**src/rtl/varint_field_feeder.sv**
```systemverilog
// varint_field_feeder
//
// Upstream stage of the varint serializer. On a start request it fetches one
// 64-bit scalar field from source memory, normalizes it according to its
// protobuf field type, and holds the serializer enabled with a stable
// value/type/destination until the serializer reports completion. It then
// reports the byte count and the decremented destination cursor.
//
// Ports:
//   clk, reset          rising-edge clock, asynchronous active-high reset
//   start               request pulse, only honoured while idle
//   src_addr            address of the 64-bit source word
//   field_type          protobuf field type code
//   dst_addr            destination cursor (serializer writes downward)
//   rd_en/rd_addr       one-cycle memory read request
//   rd_data/rd_valid    memory read return
//   vi_en               serializer enable, held high for the whole operation
//   vi_value            normalized value for the serializer
//   vi_field_type       field type passed to the serializer
//   vi_dst_addr         destination passed to the serializer
//   vi_done             serializer completion pulse
//   vi_bytes_written    serializer byte count, valid with vi_done
//   busy                high whenever not idle
//   done/err            one-cycle completion pulse and its error flag
//   bytes_written       bytes emitted by the last operation
//   next_dst_addr       dst_addr minus bytes_written
module varint_field_feeder #(
  parameter int ADDR_W      = 64,
  parameter int RD_TIMEOUT  = 32,
  parameter int SER_TIMEOUT = 255
) (
  input  logic              clk,
  input  logic              reset,
  input  logic              start,
  input  logic [ADDR_W-1:0] src_addr,
  input  logic [4:0]        field_type,
  input  logic [ADDR_W-1:0] dst_addr,
  output logic              rd_en,
  output logic [ADDR_W-1:0] rd_addr,
  input  logic [63:0]       rd_data,
  input  logic              rd_valid,
  output logic              vi_en,
  output logic [63:0]       vi_value,
  output logic [4:0]        vi_field_type,
  output logic [ADDR_W-1:0] vi_dst_addr,
  input  logic              vi_done,
  input  logic [3:0]        vi_bytes_written,
  output logic              busy,
  output logic              done,
  output logic              err,
  output logic [3:0]        bytes_written,
  output logic [ADDR_W-1:0] next_dst_addr
);

  // One shared timer serves both wait states, so it is sized for the longer one.
  localparam int TMAX    = (RD_TIMEOUT > SER_TIMEOUT) ? RD_TIMEOUT : SER_TIMEOUT;
  localparam int TIMER_W = $clog2(TMAX + 1);
  // The timer is 0 in the first cycle of a wait state, so the last allowed
  // cycle is TIMEOUT-1; a response arriving in that cycle still wins.
  localparam logic [TIMER_W-1:0] RD_LAST  = TIMER_W'(RD_TIMEOUT - 1);
  localparam logic [TIMER_W-1:0] SER_LAST = TIMER_W'(SER_TIMEOUT - 1);

  typedef enum logic [2:0] {
    S_IDLE,
    S_READ,
    S_READ_WAIT,
    S_SER,
    S_FINISH
  } state_t;

  state_t              state_q, state_d;
  logic [4:0]          type_q, type_d;
  logic [ADDR_W-1:0]   dst_q, dst_d;
  logic [TIMER_W-1:0]  timer_q, timer_d;
  logic                rd_en_q, rd_en_d;
  logic [ADDR_W-1:0]   rd_addr_q, rd_addr_d;
  logic                vi_en_q, vi_en_d;
  logic [63:0]         vi_value_q, vi_value_d;
  logic [4:0]          vi_type_q, vi_type_d;
  logic [ADDR_W-1:0]   vi_dst_q, vi_dst_d;
  logic                busy_q, busy_d;
  logic                done_q, done_d;
  logic                err_q, err_d;
  logic [3:0]          bytes_q, bytes_d;
  logic [ADDR_W-1:0]   next_dst_q, next_dst_d;

  // Field types the varint wire format can carry.
  function automatic logic is_varint_type(input logic [4:0] t);
    case (t)
      5'd3, 5'd4, 5'd5, 5'd8, 5'd13, 5'd14, 5'd17, 5'd18: is_varint_type = 1'b1;
      default:                                            is_varint_type = 1'b0;
    endcase
  endfunction

  // int32 and enum are sign-extended so negative values encode as 10 bytes;
  // uint32 and sint32 (already zigzagged upstream) are zero-extended.
  function automatic logic [63:0] normalize(input logic [4:0] t, input logic [63:0] d);
    case (t)
      5'd8:           normalize = {63'b0, d[0]};
      5'd13, 5'd17:   normalize = {32'b0, d[31:0]};
      5'd5, 5'd14:    normalize = {{32{d[31]}}, d[31:0]};
      default:        normalize = d;
    endcase
  endfunction

  // Next-state and datapath logic. Registered outputs are derived from the
  // next state so that vi_en, rd_en, busy and done come straight off flops.
  always_comb begin
    state_d    = state_q;
    type_d     = type_q;
    dst_d      = dst_q;
    timer_d    = timer_q;
    rd_addr_d  = rd_addr_q;
    vi_value_d = vi_value_q;
    vi_type_d  = vi_type_q;
    vi_dst_d   = vi_dst_q;
    err_d      = err_q;
    bytes_d    = bytes_q;
    next_dst_d = next_dst_q;

    case (state_q)
      S_IDLE: begin
        if (start) begin
          type_d     = field_type;
          dst_d      = dst_addr;
          rd_addr_d  = src_addr;
          err_d      = 1'b0;
          bytes_d    = 4'd0;
          next_dst_d = dst_addr;
          if (is_varint_type(field_type)) begin
            state_d = S_READ;
          end else begin
            state_d = S_FINISH;
            err_d   = 1'b1;
          end
        end
      end

      S_READ: begin
        timer_d = '0;
        state_d = S_READ_WAIT;
      end

      S_READ_WAIT: begin
        if (rd_valid) begin
          vi_value_d = normalize(type_q, rd_data);
          vi_type_d  = type_q;
          vi_dst_d   = dst_q;
          timer_d    = '0;
          state_d    = S_SER;
        end else if (timer_q == RD_LAST) begin
          err_d   = 1'b1;
          state_d = S_FINISH;
        end else begin
          timer_d = timer_q + 1'b1;
        end
      end

      S_SER: begin
        if (vi_done) begin
          bytes_d    = vi_bytes_written;
          next_dst_d = dst_q - {{(ADDR_W-4){1'b0}}, vi_bytes_written};
          err_d      = 1'b0;
          state_d    = S_FINISH;
        end else if (timer_q == SER_LAST) begin
          bytes_d    = 4'd0;
          next_dst_d = dst_q;
          err_d      = 1'b1;
          state_d    = S_FINISH;
        end else begin
          timer_d = timer_q + 1'b1;
        end
      end

      S_FINISH: begin
        state_d = S_IDLE;
      end

      default: begin
        state_d = S_IDLE;
      end
    endcase

    rd_en_d = (state_d == S_READ);
    vi_en_d = (state_d == S_SER);
    busy_d  = (state_d != S_IDLE);
    done_d  = (state_d == S_FINISH);
  end

  // State and output registers; reset abandons any operation in flight.
  always_ff @(posedge clk or posedge reset) begin
    if (reset) begin
      state_q    <= S_IDLE;
      type_q     <= '0;
      dst_q      <= '0;
      timer_q    <= '0;
      rd_en_q    <= 1'b0;
      rd_addr_q  <= '0;
      vi_en_q    <= 1'b0;
      vi_value_q <= '0;
      vi_type_q  <= '0;
      vi_dst_q   <= '0;
      busy_q     <= 1'b0;
      done_q     <= 1'b0;
      err_q      <= 1'b0;
      bytes_q    <= '0;
      next_dst_q <= '0;
    end else begin
      state_q    <= state_d;
      type_q     <= type_d;
      dst_q      <= dst_d;
      timer_q    <= timer_d;
      rd_en_q    <= rd_en_d;
      rd_addr_q  <= rd_addr_d;
      vi_en_q    <= vi_en_d;
      vi_value_q <= vi_value_d;
      vi_type_q  <= vi_type_d;
      vi_dst_q   <= vi_dst_d;
      busy_q     <= busy_d;
      done_q     <= done_d;
      err_q      <= err_d;
      bytes_q    <= bytes_d;
      next_dst_q <= next_dst_d;
    end
  end

  assign rd_en         = rd_en_q;
  assign rd_addr       = rd_addr_q;
  assign vi_en         = vi_en_q;
  assign vi_value      = vi_value_q;
  assign vi_field_type = vi_type_q;
  assign vi_dst_addr   = vi_dst_q;
  assign busy          = busy_q;
  assign done          = done_q;
  assign err           = err_q;
  assign bytes_written = bytes_q;
  assign next_dst_addr = next_dst_q;

endmodule

```
**config.mk**
```make
export PLATFORM = sky130hd
export DESIGN_NAME = varint_field_feeder
export DESIGN_NICKNAME = d
export VERILOG_FILES = /design/src/rtl/varint_field_feeder.sv
export SDC_FILE = /design/constraint.sdc
export NUM_CORES = 1
export LEC_CHECK = 0
export BUFFER_PORTS_ARGS = -buffer_cell sky130_fd_sc_hd__buf_2
export CORE_AREA = 2 2 186 188
export DETAILED_ROUTE_END_ITERATION = 8
export DIE_AREA = 0 0 188 190
export PLACE_DENSITY = 0.72
export SLEW_MARGIN = 20
export SYNTH_ARGS = -nofsm -noshare
export SYNTH_HDL_FRONTEND = slang
export SYNTH_SLANG_ARGS = --single-unit
```
**constraint.sdc**
```tcl
create_clock -name clk -period 13.65 [get_ports clk]
set_input_delay 0.6825 -clock clk [delete_from_list [all_inputs] [get_ports clk]]
set_output_delay 0.6825 -clock clk [all_outputs]
set_load 0.01 [all_outputs]
```
; Word-level counts from Yosys, hierarchy flattened
; Memories as Yosys holds them, arrays and structs flattened.
; Cells that the tools add are included.
; W data, S select, Z words.
[classes]
n_addsub = 2
muxes = 30
n_eq_ne = 20
reduce_logical = 12
[op_table]
columns = operator, n
row1 = $mux W64, 3
row2 = $pmux W64 S3, 1
row3 = $pmux W64 S2, 1
row4 = $sub A64 B4 Y64, 1
row5 = $mux W8, 4
row6 = $pmux W8 S3, 1
row7 = $mux W3, 6
row8 = $eq A5 B4 Y1 const B, 3
row9 = $mux W4, 3
row10 = $pmux W3 S4, 1
row11 = $ne A2 B2 Y1 const B, 5
row12 = $eq A3 B2 Y1 const B, 3
row13 = $reduce_bool A3 Y1, 3
row14 = $add A8 B1 Y8 const B, 1
row15 = $eq A8 B5 Y1 const B, 1
row16 = $eq A8 B8 Y1 const B, 1
row17 = $mux W1, 8
row18 = $pmux W4 S2, 1
row19 = $eq A3 B1 Y1 const B, 2
row20 = $ne A3 B3 Y1 const B, 2
row21 = $eq A5 B3 Y1 const B, 1
row22 = $eq A5 B5 Y1 const B, 1
row23 = $reduce_and A5 Y1, 1
row24 = $reduce_and A2 Y1, 2
row25 = 7 further kinds, 8
[totals]
mem_bits_ro = 32
output_inout_bits = 270
wordCells = 80
memories = 1
regBits = 350
input_bits = 206
[mem_list]
columns = memory, words, word_bits, rd, rd_ports_with_merged_regs, write_ports, line_no
row1 = (no name shown), 32, 1, 1, 0, 0, 89  ; case (t)

; Longest topological paths before layout
; Gate-level depths: netlist of run 1.
; An unclocked memory read counts as a cell.
[depth]
depth_word = 7
ltp_mapped = 10
mapped_depth_nobuf = 9

; Least setup slack after synthesis of run 1
; OpenSTA, ideal clock, no wires.
[synth_path]
kind = input -> register
from = input port vi_bytes_written[1]
to = register next_dst_q[13], in the netlist next_dst_addr[13]
required_time_ns = 13.516
setup_ns = 0.134
t_arrival_ns = 2.401
stages = 8
path_buffers = 0
slack_ns = 11.115
path_cell_list = inv_1 -> ha_1 -> nor2b_1 -> o31ai_2 -> nand2_2 -> or4_1 -> xor2_1 -> o211ai_2
[synth_via]
elab_chain_cells = 3
[synth_rtl]
columns = item, line_no
row1 = start: declaration, 47  ; input logic [3:0] vi_bytes_written,
row2 = $sub A64 B4 Y64, 162  ; next_dst_d = dst_q - {{(ADDR_W-4){1'b0}}, vi_bytes_written};
row3 = $mux W64, 160  ; if (vi_done) begin
row4 = $pmux W64 S2, 121  ; case (state_q)
row5 = end signal: assignment, 223  ; next_dst_q <= next_dst_d;
row6 = end: declaration, 85  ; logic [ADDR_W-1:0] next_dst_q, next_dst_d;
; Every way passes these cells.
; A chain may end at the register's enable or synchronous reset.

; Final worst setup path of run 1
[layout_path]
from = register state_q[0]
to = register next_dst_q[62], in the netlist next_dst_addr[62]
[layout_via]
elab_chain_cells = 3
elab_cells_between_ends = 7
cone_classes = eq/ne (3) / mux (1) / reduce/logical (3)
[layout_rtl]
columns = item, line_no
row1 = start: declaration, 71  ; state_t state_q, state_d;
row2 = start signal: assignment, 209  ; state_q <= state_d;
row3 = $eq A3 B2 Y1 or $logic_not A3 Y1 (tied branches), 121
row4 = "$ne A3 B3 Y1 (no line), or another cell as far along", --
row5 = $reduce_and A3 Y1 (no line), --
; Several ways; a longest one is shown, not always the timed one.

==> impl_metrics.tcl, run 1 <==
set metrics [dict create \
    status "complete, no violations" \
    path_buf_inv 3 \
    max_freq_mhz 305 \
    synth_cell_type_count 68 \
    cts-htree-levels 2 \
    leakagePower_nw 10.1 \
    grt-ovfl-total 0 \
    core_area_sq_mm 0.0339 \
    synth_commonest_cells "nand2_1 (703), dfrtp_1 (350), clkbuf_1 (65)" \
    clock_path_buffers 3 \
    async_flop_share 1.00 \
    pwr-share-comb 0.383 \
    seq_area_frac_synth 0.578 \
    worst_r2r_endpoint "next_dst_addr[62]" \
    drive_gt1_frac 0.281 \
    insertion_delay_ns 0.52 \
    crit_family "buffers and inverters" \
    ys_ff_latch 350 \
    syn_to_final_growth_pct 27.1 \
    die_y_microns 190 \
    setup_viol 0 \
    crit_slowest_cell "buf_4" \
    wl_per_cell_microns 18.3 \
    post_cts_resized 0 \
    cts.sinks 350 \
    drt-initial-drc-count 1117 \
    postRouteAntennaNets 0 \
    syn_area_sq_mm 0.0152 \
    min_path_type "in -> async" \
    routed_via_density 5.25 \
    dr.pass1.iters 5 \
    clkPwrFrac 0.227 \
    internal_power_mw 2.90 \
    synth_nets 1850 \
    reg2reg_depth 7 \
    grt_start_max_net_pins 129 \
    drv_slew 0 \
    dp.cells 2490 \
    ys.flop_type "dfrtp_1" \
    post_cts_buffers 0 \
    clk_pin_slew_ns 0.06 \
    critPathRequiredTime_ns 14.05 \
    synth.largest_area_cell "dfrtp_1" \
    gp_congestion 0.851 \
    rows 68 \
    finalHoldViolCount 0 \
    portBuffers 475 \
    synth_area_per_cell_sq_um 9.27 \
    seq_area_sq_mm 0.00876 \
    yosys.cell_count.top_type "nand2_1" \
    synth_top_cell_area_share 0.578 \
    io_pins 476 \
    grt_pass1_wl_microns 72500 \
    place_hpwl_microns 32400 \
    cp.arrival_ns 3.68 \
    start_util 0.446 \
    fin_crit_sh 0.240 \
    num-fill-cells 3016 \
    r2r_start "state_q[0]" \
    path_cells "nor4b_2 -> buf_4 -> buf_4 -> nor2_4 -> buf_4 -> a222oi_1 -> nand2_1" \
    layout.nets 2291 \
    cts_made_buffers 39 \
    r2r_setup_slack_ns 10.37 \
    grt_pass1_vias 13000 \
    crit_fanout 72 \
    slowest_delay_ns 0.81 \
    end_kind "flip-flop" \
    fin_cells 2560 \
    synth-warning-count 0 \
    postCtsHoldBufs 0 \
    power.density_mw_per_mm2 252 \
    path_class "reg -> reg" \
    tns_ns 0 \
    p_sw_frac 0.402 \
    drc_errors 0 \
    maxSlewHeadroom 0.374 \
    peakVddDrop_uv 132 \
    grt.total_usage 0.255 \
    syn_inst 1635 \
    vias 13500 \
    cts_root_buffer "clkbuf_16" \
    power_switching_mw 1.95 \
    fin_crit_ns 3.28 \
    antenna_found_initial 5 \
    p_seq_frac 0.391 \
    synth_area_leaders "dfrtp_1 (58%), nand2_1 (17%), o211ai_1 (2.2%)" \
    die_area_sq_mm 0.0357 \
    hold_slack_ns 0.298 \
    worst_clock_skew_ns 0.0147 \
    cpMostUsedCell "buf_4" \
    routed_wl_microns 46900 \
    multiInputGateArea_sq_mm 0.00604 \
    cts_tree "done" \
    cp-start-kind "flip-flop" \
    rsz0062_at_grt "no" \
    die_w_microns 188 \
    tightest_slew_ns 0.939 \
    max-cap-violations 0 \
    utilization 0.567 \
    synth-edff-count 0 \
]
## per-layer routing
| metal | GRT usage | vias up | share of wire |
|---|---|---|---|
| li1 | - | 6300 | - |
| met1 | 0.351 | 6497 | 0.42 |
| met2 | 0.402 | 557 | 0.48 |
| met3 | 0.0469 | 95 | 0.067 |
| met4 | 0.0984 | 2 | 0.033 |
| met5 | 0 | - | 0.00028 |
## worst max path at each step
| stage | from | to | slack [ns] | cells after the start |
|---|---|---|---|---|
| after global routing | state_q[0] | next_dst_addr[62] | 10.12 | 7 |
| after global placement | start | next_dst_addr[62] | 10.22 | 8 |
| final | state_q[0] | next_dst_addr[62] | 10.37 | 7 |
| after floorplan | reset | busy | 3.26 | 1 |
| after detailed placement | start | next_dst_addr[62] | 10.19 | 8 |
| after CTS | state_q[0] | next_dst_addr[62] | 10.33 | 7 |
## power groups by stage
stage,logic (mW),clock network (mW),registers (mW)
global placement,1.81,0,1.89
floorplan,0.985,0,1.99
detailed placement,1.86,0,1.90
global route,2.05,1.16,1.96
CTS,1.87,1.12,1.89
finish,1.86,1.10,1.90
## layout by cell type, fill, tap and decap left out, drive strengths merged, types with 3 or more instances in the layout
cell,Yosys,final
nand2,706,706
buf,24,489
dfrtp,350,350
nor2,65,65
clkbuf,65,56
o211ai,47,47
a21oi,42,42
o21ai,34,34
nor3,32,32
a22o,31,31
xnor2,31,31
xor2,23,23
nand3,21,21
nor4,21,21
nand4,14,14
inv,13,13
or3,12,12
nor2b,8,8
mux2i,8,8
ha,8,8
or4,8,8
a32o,6,6
a21o,6,6
a32oi,5,5
clkinv,0,5
bufinv,0,5
and2,5,5
diode,0,4
nor3b,4,4
nand3b,4,4
o31ai,4,4
and3,3,3
o41ai,3,3
a22oi,3,3
nand4b,3,3
nor4b,3,3
or2,3,3
## state kept, by name (all words and copies together), names as in the netlist, 3 cells and up
name / count
type_q: 5
vi_dst_addr: 64
next_dst_addr: 64
dst_q: 64
vi_field_type: 5
state_q: 3
vi_value: 64
timer_q: 8
bytes_written: 4
rd_addr: 64
## through the flow
stage / cell area, sq um / total power, mW / setup WS, ns
floorplan: 15200 / 2.98 / 3.26
global placement: 17900 / 3.70 / 10.22
detailed placement: 17900 / 3.76 / 10.19
CTS: 19200 / 4.88 / 10.33
global route: 19300 / 5.17 / 10.12
finish: 19300 / 4.85 / 10.37
## cell type report
type / instances / share of cell area
inverters: 13 / 0.00305
multi-input cells: 1183 / 0.314
clock buffers: 56 / 0.0603
repair buffers: 489 / 0.129
well taps: 455 / 0.0296
diodes: 4 / 0.000520
flip-flops and latches: 350 / 0.455
clock inverters: 10 / 0.00909
## cell families after synthesis
kind of cell,after synthesis,synth area share
AOI/OAI and AO/OA,195,0.0902
buffers and inverters,102,0.0267
xor gates and xnor gates,54,0.0312
adders and majority gates,9,0.00793
muxes,9,0.00677
DFF,350,0.578
and+or+nand+nor,916,0.259
Note: power is estimated with default switching activity, not from simulation.
==> run 2: changes to the inputs <==
CORE_AREA = unset   (was 2 2 186 188)
CORE_ASPECT_RATIO = 2   (was unset)
CORE_MARGIN = 2   (was unset)
CORE_UTILIZATION = 46   (was unset)
DIE_AREA = unset   (was 0 0 188 190)
PLACE_DENSITY = 0.76   (was 0.72)
clock period = 2.7 ns   (was 13.65 ns; I/O delays follow)
==> impl_metrics.tcl, run 2 (synthesis gave the netlist of run 1 again) <==
set metrics [dict create \
    max-cap-violations 0 \
    cts_made_buffers 31 \
    cp.depth 6 \
    crit_family "simple AND/OR/NAND/NOR gates" \
    worst_clock_skew_ns 0.0149 \
    dr.pass1.iters 5 \
    max_freq_mhz 404 \
    grt_pass1_vias 15500 \
    layout.nets 2514 \
    place_hpwl_microns 35700 \
    cp-start-kind "flip-flop" \
    cp.arrival_ns 2.93 \
    start_util 0.464 \
    leakagePower_nw 11.0 \
    clk_pin_slew_ns 0.07 \
    maxSlewHeadroom 0.467 \
    power.density_mw_per_mm2 1160 \
    crit_slowest_cell "nor3_1" \
    min_path_type "in -> reg" \
    routed_wl_microns 55700 \
    cts_root_buffer "clkbuf_16" \
    postRouteAntennaNets 0 \
    cts.sinks 350 \
    wl_per_cell_microns 20.1 \
    fin_crit_sh 0.916 \
    finalHoldViolCount 0 \
    critPathRequiredTime_ns 3.15 \
    peakVddDrop_uv 653 \
    portBuffers 475 \
    setup_viol 0 \
    rows 94 \
    clock_path_buffers 3 \
    drv_slew 0 \
    fin_crit_ns 2.47 \
    rsz0062_at_grt "no" \
    utilization 0.654 \
    die_w_microns 132 \
    die_area_sq_mm 0.0345 \
    cts_tree "done" \
    insertion_delay_ns 0.57 \
    cts-htree-levels 1 \
    antenna_found_initial 6 \
    final_cell_mix "nand2_1 (701), buf_2 (475), dfrtp_1 (350)" \
    end_kind "flip-flop" \
    reg2reg_depth 6 \
    drt-initial-drc-count 934 \
    die_y_microns 261 \
    tightest_slew_ns 0.794 \
    status "complete, no violations" \
    hold_slack_ns 0.0637 \
    grt_start_max_net_pins 108 \
    final_common_cell "nand2_1" \
    post_cts_buffers 0 \
    path_buf_inv 0 \
    core_area_sq_mm 0.0327 \
    gp_congestion 0.882 \
    grt-ovfl-total 0 \
    syn_to_final_growth_pct 41.1 \
    io_pins 476 \
    whs_path_depth 2 \
    grt_pass1_wl_microns 85700 \
    routed_via_density 5.48 \
    drive_gt1_frac 0.265 \
    cpMostUsedCell "nand3_1" \
    vias 15100 \
    drc_errors 0 \
    crit_fanout 6 \
    grt.total_usage 0.315 \
    path_class "reg -> reg" \
    slowest_delay_ns 0.54 \
    path_cells "nor4_2 -> nand3_1 -> nor3_1 -> nand3_1 -> a222oi_1 -> nand2_1" \
]
==> run 2: cell types whose count changed in the layout (fill, tap and decap cells not counted), sizes merged <==
cell	delta
dlygate4sd3	+203
buf	+28
clkbuf	-11
diode	+6
clkinvlp	+4
bufinv	-2
==> run 2: final timing paths <==
| check | endpoint | slack, ns | startpoint |
|---|---|---|---|
| setup reg to reg | next_dst_addr[62] | 0.23 | dst_q[32] |
| hold reg to reg | rd_addr[5] | 0.47 | rd_addr[5] |
| hold / removal | bytes_written[2] | 0.06 | vi_done |
| setup / recovery | next_dst_addr[62] | 0.23 | dst_q[32] |
| min in group asynchronous | vi_dst_addr[14] | 0.18 | reset |
| max in group asynchronous | rd_addr[4] | 1.56 | reset |
==> run 2: repair_timing <==
action                     4_1_cts  5_1_grt
setup endpoints to repair        0       12
resized for setup                0        3
hold endpoints to repair       277        0
hold buffers                   203        0
==> run 2: per-layer routing <==
metal,vias to the layer above,part of all wire,global-route usage
met5,-,0,0
met2,867,0.51,0.546
met1,7300,0.35,0.356
li1,6745,-,-
met3,237,0.080,0.0624
met4,0,0.067,0.196
==> run 2: metrics by stage <==
step | area [sq um] | instances | total power, mW | setup WS [ns] | TNS, ns
final | 21400 | 2765 | 24.8 | 0.226 | 0
after global routing | 21400 | 2761 | 26.3 | 0.104 | 0
after CTS | 21300 | 2755 | 24.4 | 0.0767 | 0
after detailed placement | 18200 | 2495 | 19.4 | 0.0925 | 0
after global placement | 18200 | 2495 | 19.1 | 0.137 | 0
after floorplan | 15200 | 1635 | 15.1 | -2.12 | -742.49
==> run 2: area by class of cell <==
cell class,instances,area [sq um]
Antenna cell,10,25.0
Clock buffer,45,928
Clock inverter,12,161
Fill cell,2443,11300
Inverter,13,55.1
Multi-Input combinational cell,1183,6050
Sequential cell,350,8760
Tap cell,432,541
Timing Repair Buffer,720,4860
==> run 2: power breakdown <==
group	switching [mW]	internal, mW	total (mW)	leakage, nW
Combinational	6.33	4.01	10.3	6.08
Clock	2.03	2.68	4.72	0.529
Sequential	2.09	7.66	9.74	4.36
